--- config.mk ---
export PLATFORM = sky130hd
export DESIGN_NAME = main_fsm_multicycle
export DESIGN_NICKNAME = d
export VERILOG_FILES = /design/src/rtl/main_fsm_multicycle.sv
export SDC_FILE = /design/constraint.sdc
export NUM_CORES = 1
export LEC_CHECK = 0
export BUFFER_PORTS_ARGS = -buffer_cell sky130_fd_sc_hd__buf_2
export CORE_UTILIZATION = 30
export CTS_CLUSTER_DIAMETER = 120
export DETAILED_ROUTE_END_ITERATION = 8
export HOLD_SLACK_MARGIN = 0.1
export PLACE_DENSITY = 0.51
export SETUP_SLACK_MARGIN = 0.02
export SLEW_MARGIN = 20
export SYNTH_ARGS = -nofsm -noshare
export SYNTH_HDL_FRONTEND = slang
export SYNTH_SLANG_ARGS = --single-unit
--- constraint.sdc ---
create_clock -name clk -period 6 [get_ports clk]
set_input_delay 1.5 -clock clk [delete_from_list [all_inputs] [get_ports clk]]
set_output_delay 1.5 -clock clk [all_outputs]
set_load 0.1 [all_outputs]
--- src/rtl/main_fsm_multicycle.sv ---
// main_fsm_multicycle: control FSM for the multicycle RV32I datapath (fetch/decode/execute/memory/writeback).
// Define MAIN_FSM_ILLEGAL_TRAP_EN to send unknown opcodes to a sticky TRAP state that raises illegal_op.
module main_fsm_multicycle #(
  parameter bit SUPPORT_JALR  = 1'b1,
  parameter bit SUPPORT_U     = 1'b1,
  parameter bit MEM_HANDSHAKE = 1'b1
) (
  input  logic       clk,
  input  logic       reset,
  input  logic [6:0] op,
  input  logic       mem_ready,
  output logic       pc_update,
  output logic       branch,
  output logic       ir_write,
  output logic       reg_write,
  output logic       mem_write,
  output logic       adr_src,
  output logic [1:0] alu_src_a,
  output logic [1:0] alu_src_b,
  output logic [1:0] result_src,
  output logic [1:0] alu_op,
  output logic [2:0] imm_src,
  output logic       instr_done,
  output logic       illegal_op,
  output logic [3:0] state
);

  typedef enum logic [3:0] {
    FETCH    = 4'd0,
    DECODE   = 4'd1,
    MEMADR   = 4'd2,
    MEMREAD  = 4'd3,
    MEMWB    = 4'd4,
    MEMWRITE = 4'd5,
    EXECR    = 4'd6,
    EXECI    = 4'd7,
    ALUWB    = 4'd8,
    BEQ      = 4'd9,
    JAL      = 4'd10,
    JALRADR  = 4'd11,
    EXECU    = 4'd12,
    TRAP     = 4'd13
  } state_t;

  typedef struct packed {
    logic       fetch;
    logic       jal;
    logic       branch;
    logic       reg_write;
    logic       mem_write;
    logic       done;
    logic       adr_src;
    logic [1:0] alu_src_a;
    logic [1:0] alu_src_b;
    logic [1:0] result_src;
    logic [1:0] alu_op;
  } ctrl_t;

`ifdef MAIN_FSM_ILLEGAL_TRAP_EN
  localparam state_t UNKNOWN_NEXT = TRAP;
  logic   illegal_q;
`else
  localparam state_t UNKNOWN_NEXT = FETCH;
`endif

  state_t state_q, state_d, state_tgt;
  ctrl_t  ctrl_q, ctrl_d;
  logic   ready;

  assign ready = MEM_HANDSHAKE ? mem_ready : 1'b1;

  always_comb begin
    state_d = state_q;
    case (state_q)
      FETCH: if (ready) state_d = DECODE;
      DECODE: begin
        case (op)
          7'b0000011, 7'b0100011: state_d = MEMADR;
          7'b0110011:             state_d = EXECR;
          7'b0010011:             state_d = EXECI;
          7'b1100011:             state_d = BEQ;
          7'b1101111:             state_d = JAL;
          7'b1100111: begin
            if (SUPPORT_JALR) state_d = JALRADR;
            else              state_d = UNKNOWN_NEXT;
          end
          7'b0110111, 7'b0010111: begin
            if (SUPPORT_U) state_d = EXECU;
            else           state_d = UNKNOWN_NEXT;
          end
          default:                state_d = UNKNOWN_NEXT;
        endcase
      end
      MEMADR: begin
        if (op[5]) state_d = MEMWRITE;
        else       state_d = MEMREAD;
      end
      MEMREAD:               if (ready) state_d = MEMWB;
      MEMWRITE:              if (ready) state_d = FETCH;
      MEMWB, ALUWB, BEQ:     state_d = FETCH;
      EXECR, EXECI, EXECU:   state_d = ALUWB;
      JALRADR:               state_d = JAL;
      JAL:                   state_d = ALUWB;
      TRAP:                  state_d = TRAP;
      default:               state_d = FETCH;
    endcase
  end

  // Moore outputs are decoded from the state about to be entered so they are
  // registered alongside state_q; EXECU samples op while still in DECODE.
  always_comb begin
    state_tgt = reset ? FETCH : state_d;
    ctrl_d    = '0;
    case (state_tgt)
      FETCH: begin
        ctrl_d.fetch      = 1'b1;
        ctrl_d.alu_src_b  = 2'b10;
        ctrl_d.result_src = 2'b10;
      end
      DECODE: begin
        ctrl_d.alu_src_a = 2'b01;
        ctrl_d.alu_src_b = 2'b01;
      end
      MEMADR: begin
        ctrl_d.alu_src_a = 2'b10;
        ctrl_d.alu_src_b = 2'b01;
      end
      MEMREAD: ctrl_d.adr_src = 1'b1;
      MEMWB: begin
        ctrl_d.result_src = 2'b01;
        ctrl_d.reg_write  = 1'b1;
        ctrl_d.done       = 1'b1;
      end
      MEMWRITE: begin
        ctrl_d.adr_src   = 1'b1;
        ctrl_d.mem_write = 1'b1;
      end
      EXECR: begin
        ctrl_d.alu_src_a = 2'b10;
        ctrl_d.alu_op    = 2'b10;
      end
      EXECI: begin
        ctrl_d.alu_src_a = 2'b10;
        ctrl_d.alu_src_b = 2'b01;
        ctrl_d.alu_op    = 2'b10;
      end
      EXECU: begin
        ctrl_d.alu_src_a = op[5] ? 2'b11 : 2'b01;
        ctrl_d.alu_src_b = 2'b01;
      end
      ALUWB: begin
        ctrl_d.reg_write = 1'b1;
        ctrl_d.done      = 1'b1;
      end
      BEQ: begin
        ctrl_d.alu_src_a = 2'b10;
        ctrl_d.alu_op    = 2'b01;
        ctrl_d.branch    = 1'b1;
        ctrl_d.done      = 1'b1;
      end
      JALRADR: begin
        ctrl_d.alu_src_a = 2'b10;
        ctrl_d.alu_src_b = 2'b01;
      end
      JAL: begin
        ctrl_d.alu_src_a = 2'b01;
        ctrl_d.alu_src_b = 2'b10;
        ctrl_d.jal       = 1'b1;
      end
      default: ctrl_d = '0;
    endcase
  end

  always_ff @(posedge clk) begin
    if (reset) begin
      state_q   <= FETCH;
      ctrl_q    <= ctrl_d;
`ifdef MAIN_FSM_ILLEGAL_TRAP_EN
      illegal_q <= 1'b0;
`endif
    end else begin
      state_q   <= state_d;
      ctrl_q    <= ctrl_d;
`ifdef MAIN_FSM_ILLEGAL_TRAP_EN
      if (state_d == TRAP) illegal_q <= 1'b1;
`endif
    end
  end

`ifdef MAIN_FSM_ILLEGAL_TRAP_EN
  assign illegal_op = illegal_q;
`else
  assign illegal_op = 1'b0;
`endif

  always_comb begin
    case (op)
      7'b0100011:             imm_src = 3'b001;
      7'b1100011:             imm_src = 3'b010;
      7'b1101111:             imm_src = 3'b011;
      7'b0110111, 7'b0010111: imm_src = 3'b100;
      default:                imm_src = 3'b000;
    endcase
  end

  // Write-type enables are masked by reset so an abandoned instruction never commits.
  assign pc_update  = ~reset & ((ctrl_q.fetch & ready) | ctrl_q.jal);
  assign ir_write   = ~reset & ctrl_q.fetch & ready;
  assign reg_write  = ~reset & ctrl_q.reg_write;
  assign mem_write  = ~reset & ctrl_q.mem_write;
  assign instr_done = ~reset & (ctrl_q.done | (ctrl_q.mem_write & ready));
  assign branch     = ctrl_q.branch;
  assign adr_src    = ctrl_q.adr_src;
  assign alu_src_a  = ctrl_q.alu_src_a;
  assign alu_src_b  = ctrl_q.alu_src_b;
  assign result_src = ctrl_q.result_src;
  assign alu_op     = ctrl_q.alu_op;
  assign state      = state_q;

endmodule

==> summary.txt <==
Timing
  – # setup viols final: 0
  – Fin Setup TNS: 0 ns
  – Max Freq: ~0.23 GHz
  – Layout Skew: around 0.00096 ns
  – Fin. Hold Viols: 0
  – Post-route minimum period: between 4 and 5 ns
  – Final period utilization: a little over 70%
  – Relative slew slack: roughly 53%
  – RSZ-0062 raised after global routing: false
  – Fin. max-slew vios: 0
  – Worst-Margin Slew: about 0.71 ns

Drt
  – DRT Pass-1 Iters: 4
  – Post-route DRC: 0
  – Post-DRT Antenna Nets: 0
  – Via count: 930
  – DR vias/cell: approximately 4.8
  – 1st-iter DRT viols: 18
  – Final WL: roughly 2300 um
  – WL/cell: 11.7 um

Worst setup path
  – R2r endpoint: alu_src_b[0]
  – CP max stage cell: buf_2
  – Cell Chain, Critical Path: buf_2 > or3_1 > a2111oi_2 > buf_2
  – Setup CP Type: in2out
  – WP buf/inv: 2
  – R2R setup slack: between 3 and 4 ns
  – Critical path endpoint category: output pin
  – Worst path most repeated cell: buf_2
  – Delay-heaviest family, CP: buffers and inverters
  – CP max FO: 6
  – CP required: roughly 4.5 ns
  – Startpoint Class: primary input
  – Largest stage delay, worst path: around 0.48 ns
  – Arrival @ worst endpoint: between 2 and 3 ns
  – Worst path depth: 4
  – R2R depth: 6
  – Reg2Reg Launch Point: state[0]

Worst hold path
  – Hold Path Origin: state[1]
  – HP Class: reg2reg
  – Hold path depth: 2
  – Hold Crit Endpoint: state[2]

CTS
  – CTS tree: yes
  – Setup repair bufs after CTS: 0
  – Resized Gates After CTS: 0
  – CTS Root Cell: clkbuf_4
  – Worst-Skew Late Latency: 0.29 ns
  – H-Tree Depth: 1
  – CTS Hold Buffers Added: 0
  – Clk slew on worst S/H paths: around 0.09 ns
  – TritonCTS Buffers: 3
  – CTS Buffer Depth: 2
  – Clk sink count: 18

Die
  – Die H: 61.3 um
  – Die area: 3750 um^2
  – Die Width: just over 60 um
  – FP Rows: 21
  – I/O pin cnt: 33
  – Initial Utilization: a little under a third
  – Core area: approximately 3400 um^2

Yosys
  – Top FF cell, synth: dfxtp_1
  – Top cells by count, synth: dfxtp_1, nand2_1, buf_4, nor2_1, nor3_1
  – #FFs+latches synth: 18
  – Synth Warn #: 0
  – Dominant cell type by area after synthesis: dfxtp_1
  – Synth Instances: 126
  – Sequential area share after synthesis: 34.2%
  – Most numerous cell in the Yosys netlist: dfxtp_1
  – Mean Syn Cell Area: 8.36 um^2
  – Proportion of synthesized flip-flops having asynchronous set or reset: 0%
  – Post-synthesis cell type count: 44
  – Top cells by area, synth: dfxtp_1, buf_4, nand2_1
  – Yosys top cell area share: 34.2%
  – EDFF count, synth: 0
  – Post-synth net total: about 140
  – Synth Cell Area: 1050 um^2

Cells and area
  – Final Net Count: 159
  – Layout cells sized above 1: a little under a third
  – Reg area: approximately 360 um^2
  – Area delta synth->final: 15.6%
  – Area of the multi-input gates: between 500 and 600 um^2
  – FILL cells: between 300 and 400
  – Antenna Cells: 0

Power and ir drop
  – Pwr Total: ~260 uW
  – Leak Pwr: roughly 0.57 nW
  – PwrDens: ~210 nW/um^2
  – VDD IR max: between 0.05 and 0.06 mV

Run
  – MaxCap Viol Count: 0

Global routing
  – Vias in the first global route: around 820
  – Largest net degree at the start of global routing: 13
  – Gr ovfl total: 0
  – Initial antenna violation count: 0
  – Gr usage total: between 10% and 20%
  – First-pass GRT wire length: 3550 um

Placed design
  – Hpwl dp: between 1500 and 2000 um
  – Routability cong.: between 0.7 and 0.8
  – # port buffers: 31

Status
  – Outcome: finished clean
## stage by stage
stage / cell area (um^2) / std cells / hold slack (ns) / setup WS [ns] / utilization (%)
final: 1220 / 194 / 0.862 / 1.67 / 36.2
after global routing: 1220 / 194 / 0.936 / 1.62 / 36.2
after global placement: 1180 / 190 / 0.844 / 1.68 / 35.1
after floorplan: 1060 / 126 / 1.23 / 0.460 / -
after detailed placement: 1180 / 190 / 0.847 / 1.67 / 35.1
after CTS: 1220 / 194 / 0.870 / 1.66 / 36.2
## routing by layer
| metal | global-route usage (%) | vias up | share of wire, % |
|---|---|---|---|
| li1 | - | 486 | - |
| met1 | 14.9 | 408 | 47 |
| met2 | 23.4 | 31 | 47 |
| met3 | 2.52 | 5 | 3.9 |
| met4 | 4.87 | 0 | 1.7 |
| met5 | 0 | - | 0 |
## power by group
group / switching (mW) / internal (mW) / total [mW]
Sequential: 0.00174 / 0.122 / 0.124
Clock: 0.0349 / 0.0370 / 0.0719
Combinational: 0.0490 / 0.0141 / 0.0631
Total: 0.0856 / 0.173 / 0.259
## kinds of logic after synthesis
kind of cell	synth area share (%)
AND/OR/NAND/NOR	32.4
AO/OA/AOI/OAI	18.8
buffers and inverters	10.8
flip-flops	34.2
XOR/XNOR	2.49
multiplexers	0.950
other	0.356
## flip-flops by register name, summed over array words and instances (netlist names)
signal,count
result_src,2
state,4
alu_op,2
adr_src,1
alu_src_b,2
ctrl_q,4
alu_src_a,2
branch,1
## worst max path at each step
stage | slack, ns | to | startpoint
2_1_floorplan | 0.46 | imm_src[2] | op[3]
3_3_place_gp | 1.68 | imm_src[0] | op[3]
3_5_place_dp | 1.67 | imm_src[0] | op[3]
4_1_cts | 1.66 | imm_src[0] | op[3]
5_1_grt | 1.62 | imm_src[0] | op[3]
6_report | 1.67 | imm_src[0] | op[3]
## cells in the final DEF, fill, tap and decap left out, types with 2 or more instances in the layout
cell type / Yosys / final
nor3_1: 8 / 8
a31oi_1: 2 / 2
a21oi_1: 2 / 2
dfxtp_1: 18 / 18
inv_1: 6 / 6
nor2b_1: 2 / 2
nand3_1: 5 / 5
a211oi_1: 2 / 2
and4_1: 2 / 2
clkbuf_4: 0 / 3
and3_1: 2 / 2
o21ai_0: 5 / 5
nand2_1: 12 / 12
nand2b_1: 4 / 4
or3_1: 2 / 2
xnor2_1: 2 / 2
a21oi_2: 2 / 2
buf_2: 1 / 31
nor2_1: 10 / 10
a21o_1: 3 / 3
nand4_1: 2 / 2
## layout make-up
class | instances | area share (%)
timing repair buffer | 31 | 12.7
inverter | 6 | 1.85
sequential | 18 | 29.6
tap | 46 | 4.73
clock buffer | 4 | 2.98
multi-input combinational | 89 | 48.1
## worst min-delay path, cell delays in order, from the launching register on
cell and delay (ns):
dfxtp_1 0.46, a311oi_2 0.28, nor2_1 0.09
(Power assumes the default switching activity.)
